$ cat src/rtl/fetch_stage.sv
// Instruction-fetch stage with IF/ID pipeline register.
// Redirect priority: EX branch, then load-use stall, then ID J/JAL, then ID JR/JALR, then sequential fetch.
module fetch_stage #(
   parameter logic [31:0] RESET_PC = 32'h0040_0000
) (
   input  logic        clk,
   input  logic        reset,
   input  logic        stall,
   input  logic [1:0]  pc_src,
   input  logic [31:0] rs_data,
   input  logic        branch_taken,
   input  logic [31:0] branch_target,
   output logic [31:0] inst_addr,
   input  logic [31:0] inst_rdata,
   output logic [31:0] if_id_inst,
   output logic [31:0] if_id_pc4,
   output logic        if_id_valid,
   output logic        id_ex_flush,
   output logic [31:0] fetch_count
);

   logic [31:0] pc_q, pc_d;
   logic [31:0] inst_q, inst_d;
   logic [31:0] pc4_q, pc4_d;
   logic        valid_q, valid_d;
   logic [31:0] count_q, count_d;
   logic [31:0] pc_plus4;

   assign pc_plus4 = pc_q + 32'd4;

   always_comb begin
      pc_d    = pc_q;
      inst_d  = inst_q;
      pc4_d   = pc4_q;
      valid_d = valid_q;
      count_d = count_q;
      if (branch_taken) begin
         pc_d    = {branch_target[31:2], 2'b00};
         inst_d  = '0;
         pc4_d   = '0;
         valid_d = 1'b0;
      end else if (stall) begin
         // Hold everything; a pending ID jump is taken once the stall clears.
      end else if (valid_q && (pc_src == 2'b01)) begin
         pc_d    = {pc4_q[31:28], inst_q[25:0], 2'b00};
         inst_d  = '0;
         pc4_d   = '0;
         valid_d = 1'b0;
      end else if (valid_q && (pc_src == 2'b10)) begin
         pc_d    = {rs_data[31:2], 2'b00};
         inst_d  = '0;
         pc4_d   = '0;
         valid_d = 1'b0;
      end else begin
         pc_d    = pc_plus4;
         inst_d  = inst_rdata;
         pc4_d   = pc_plus4;
         valid_d = 1'b1;
         count_d = count_q + 32'd1;
      end
   end

   always_ff @(posedge clk or posedge reset) begin
      if (reset) begin
         pc_q    <= RESET_PC;
         inst_q  <= '0;
         pc4_q   <= '0;
         valid_q <= 1'b0;
         count_q <= '0;
      end else begin
         pc_q    <= pc_d;
         inst_q  <= inst_d;
         pc4_q   <= pc4_d;
         valid_q <= valid_d;
         count_q <= count_d;
      end
   end

   assign inst_addr   = pc_q;
   assign if_id_inst  = inst_q;
   assign if_id_pc4   = pc4_q;
   assign if_id_valid = valid_q;
   assign fetch_count = count_q;
   assign id_ex_flush = branch_taken | stall;

endmodule

$ cat config.mk
export PLATFORM = sky130hd
export DESIGN_NAME = fetch_stage
export DESIGN_NICKNAME = d
export VERILOG_FILES = /design/src/rtl/fetch_stage.sv
export SDC_FILE = /design/constraint.sdc
export NUM_CORES = 1
export LEC_CHECK = 0
export ABC_AREA = 1
export CORE_MARGIN = 4
export CORE_UTILIZATION = 45
export DETAILED_ROUTE_END_ITERATION = 16
export MAX_ROUTING_LAYER = met4
export PLACE_DENSITY = 0.87
export SETUP_SLACK_MARGIN = 0.05
export SYNTH_ARGS = -nofsm -noshare
export SYNTH_HDL_FRONTEND = slang
export SYNTH_SLANG_ARGS = --single-unit
$ cat constraint.sdc
create_clock -name clk -period 4.7 [get_ports clk]
set_clock_uncertainty 0.05 [all_clocks]
set_input_delay 0.47 -clock clk [delete_from_list [all_inputs] [get_ports clk]]
set_output_delay 0.47 -clock clk [all_outputs]
set_load 0.01 [all_outputs]
==> run_results.csv <==
group,metric,value,unit
status,status,"finished, final reports clean",
layout,layout_commonest_cell,"nand2_1",
critical_path,cp-start-kind,"input port",
global_routing,grt_use_total,28.6,%
clock_tree,postCtsSetupBuffers,0,
clock_tree,cts_resized,0,
clock_tree,cts_buffers,17,
min_path,hp-class,"reg2reg",
clock_tree,cts_buffer_depth,2,
routing,wl,23300,µm
critical_path,crit_path_end_kind,"output pin",
min_path,whs_path_depth,2,
routing,viasPerCell,5.35,
synthesis,synth-seq-cells,126,
clock_tree,cts.sinks,126,
power_and_ir_drop,p_leak,4.44,nW
layout,final_cell_mix,"304 x nand2_1, 225 x clkdlybuf4s50_1, 125 x dfrtp_1, 94 x inv_1, 89 x nor2_1",
clock_tree,clock_latency,430,ps
flow_run,cap_violations,0,
timing,worst_hold_slack,431,ps
critical_path,crit_slowest_cell,"clkdlybuf4s50_1",
clock_tree,htree_num_levels,4,
synthesis,ys_seq_area_share,46.6,%
critical_path,path_class,"in2out",
synthesis,syn_inst,915,
critical_path,crit_fanout,31,
clock_tree,clock-root-buffer,"clkbuf_16",
floorplan,ios,232,
floorplan,core,14600,µm²
critical_path,ff2ff_setup_slack,2090,ps
routing,ant_nets,0,
critical_path,r2r_end,"fetch_count[24]$_DFFE_PP0P_",
placed_design,dp_cells,1296,
synthesis,netlist_area,6770,µm²
synthesis,avgSynthCellArea,7.40,µm²
timing,worst_pin_slew,1250,ps
synthesis,synth.yosys.warnings,0,
timing,rsz0062_at_grt,"false",
power_and_ir_drop,power,3.42,mW
timing,fin_crit_sh,62.5,%
floorplan,die_y,131,µm
timing,tns,0,ps
routing,drt_iter0_markers,717,
synthesis,synth_cell_type_count,40,
global_routing,grt_pass1_wl,36400,µm
routing,vias,7101,
critical_path,ff2ff_path_depth,7,
critical_path,cpPeakStageDelay,500,ps
layout,area_growth,45.1,%
timing,slew_viol_final,0,
timing,clock.fmax,0.341,GHz
routing,drcViolationCount,0,
min_path,holdPathEnd,"if_id_pc4[22]$_DFFE_PP0P_",
timing,maxSlewHeadroom,16.8,%
timing,period_minus_slack,2940,ps
clock_tree,cts.hold.buffers_added,0,
global_routing,grt-ovfl-total,0,
clock_tree,cts.clk_slew.worst_paths,50,ps
layout,fin_nets,1235,
floorplan,rows,44,
critical_path,path_cells,"clkdlybuf4s50_1, buf_4, nor2_4, clkinv_1, buf_4, clkdlybuf4s50_1",
placed_design,dp_hpwl,16600,µm
placed_design,numPortBuffers,225,
layout,final_cells,1328,
clock_tree,cts_tree,"yes",
min_path,min_from,"if_id_pc4[22]$_DFFE_PP0P_",
floorplan,die_w,131,µm
critical_path,reg2reg_from,"if_id_valid$_DFFE_PP0P_",
timing,setup-violations-final,0,
floorplan,dieArea,17100,µm²
placed_design,gp_congestion,0.974,
power_and_ir_drop,max-vdd-ir-drop,0.239,mV
critical_path,worst-endpoint-required,4180,ps
global_routing,grt_pass1_vias,7005,
layout,n_antenna_cell,0,
routing,first_pass_iters,6,
critical_path,worst-endpoint-arrival,2420,ps
layout,drive_gt1_share,4.20,%
global_routing,antenna_found_initial,0,
routing,wl_per_cell,17.5,µm
floorplan,start_util,46.2,%
global_routing,grt_max_degree,127,
timing,hold_violations,0,
power_and_ir_drop,powerDensity,348,nW/µm²
## through the flow
step,util (%),cell area (µm²),worst slack (ps)
after global routing,67.0,9820,1630
after detailed placement,62.7,9180,1420
after CTS,67.0,9820,1760
final,67.0,9820,1760
after global placement,62.7,9180,1490
after floorplan,-,6770,826
## final cells by class
type / count / area, µm²
Fill cell: 1182 / 4830
Sequential cell: 126 / 3150
Multi-Input combinational cell: 656 / 3110
Timing Repair Buffer: 231 / 2310
Clock buffer: 21 / 450
Inverter: 99 / 374
Tap cell: 184 / 230
Clock inverter: 11 / 189
## logic make-up (layout without fill, tap and decap cells)
group                    after synthesis  after routing  synth area share, %
buffers and inverters                134            362                 7.64
AO/OA/AOI/OAI                        134            134                 11.8
flip-flops                           126            126                 46.6
adder cells (fa/ha/maj)                2              2                0.370
AND/OR/NAND/NOR                      487            487                 29.5
other                                  1              2               0.0554
multiplexers                           1              1                0.148
XOR/XNOR                              30             30                 3.88
## synth_stat cells, drive strengths merged
cell / number / area [µm²]
and2: 1 / 6.26
xor2: 19 / 166
nand3b: 1 / 7.51
o21ai: 78 / 390
buf: 8 / 43.8
nand4: 5 / 31.3
ha: 2 / 25.0
or2: 1 / 6.26
o21bai: 4 / 30.0
o22ai: 1 / 6.26
nor3: 4 / 31.3
a32o: 4 / 40.0
a21boi: 1 / 7.51
dfstp: 1 / 26.3
nand3: 78 / 408
a21oi: 18 / 90.1
o211ai: 7 / 52.6
a21o: 1 / 7.51
clkbuf: 27 / 101
xnor2: 11 / 96.3
a22o: 16 / 140
a221oi: 1 / 8.76
clkinv: 2 / 7.51
mux2i: 1 / 10.0
inv: 97 / 364
conb: 1 / 3.75
o221ai: 2 / 17.5
nor2: 93 / 364
dfrtp: 125 / 3130
nand2: 304 / 1140
o2111ai: 1 / 8.76
## worst max path at each step
stage | to | start
final | id_ex_flush | branch_taken
after global routing | fetch_count[24]$_DFFE_PP0P_ | branch_taken
after CTS | id_ex_flush | branch_taken
after detailed placement | fetch_count[24]$_DFFE_PP0P_ | branch_taken
after global placement | fetch_count[24]$_DFFE_PP0P_ | branch_taken
after floorplan | fetch_count[0]$_DFFE_PP0P_ | reset
## report_power, final
part           internal, mW  total (mW)  switching (mW)
Combinational         0.339       0.681           0.342
Clock                 0.952        1.44           0.490
Sequential             1.18        1.29           0.110
Total                  2.47        3.42           0.942
## registers in the layout (all words and copies together) (netlist names)
register / count
if_id_inst: 32
fetch_count: 32
inst_addr: 30
if_id_valid: 1
if_id_pc4: 31
## metal layers
layer	share of wire [%]	GRT usage, %
met2	46	43.4
met4	4.1	12.5
met5	0	-
met3	9.6	8.13
met1	40	35.9
## critical path, delay by kind of cell
kind / cells / cell delay (ps)
buffers and inverters: 5 / 1500
AND/OR/NAND/NOR: 1 / 420
No activity file was read; power rests on OpenSTA's default activity.
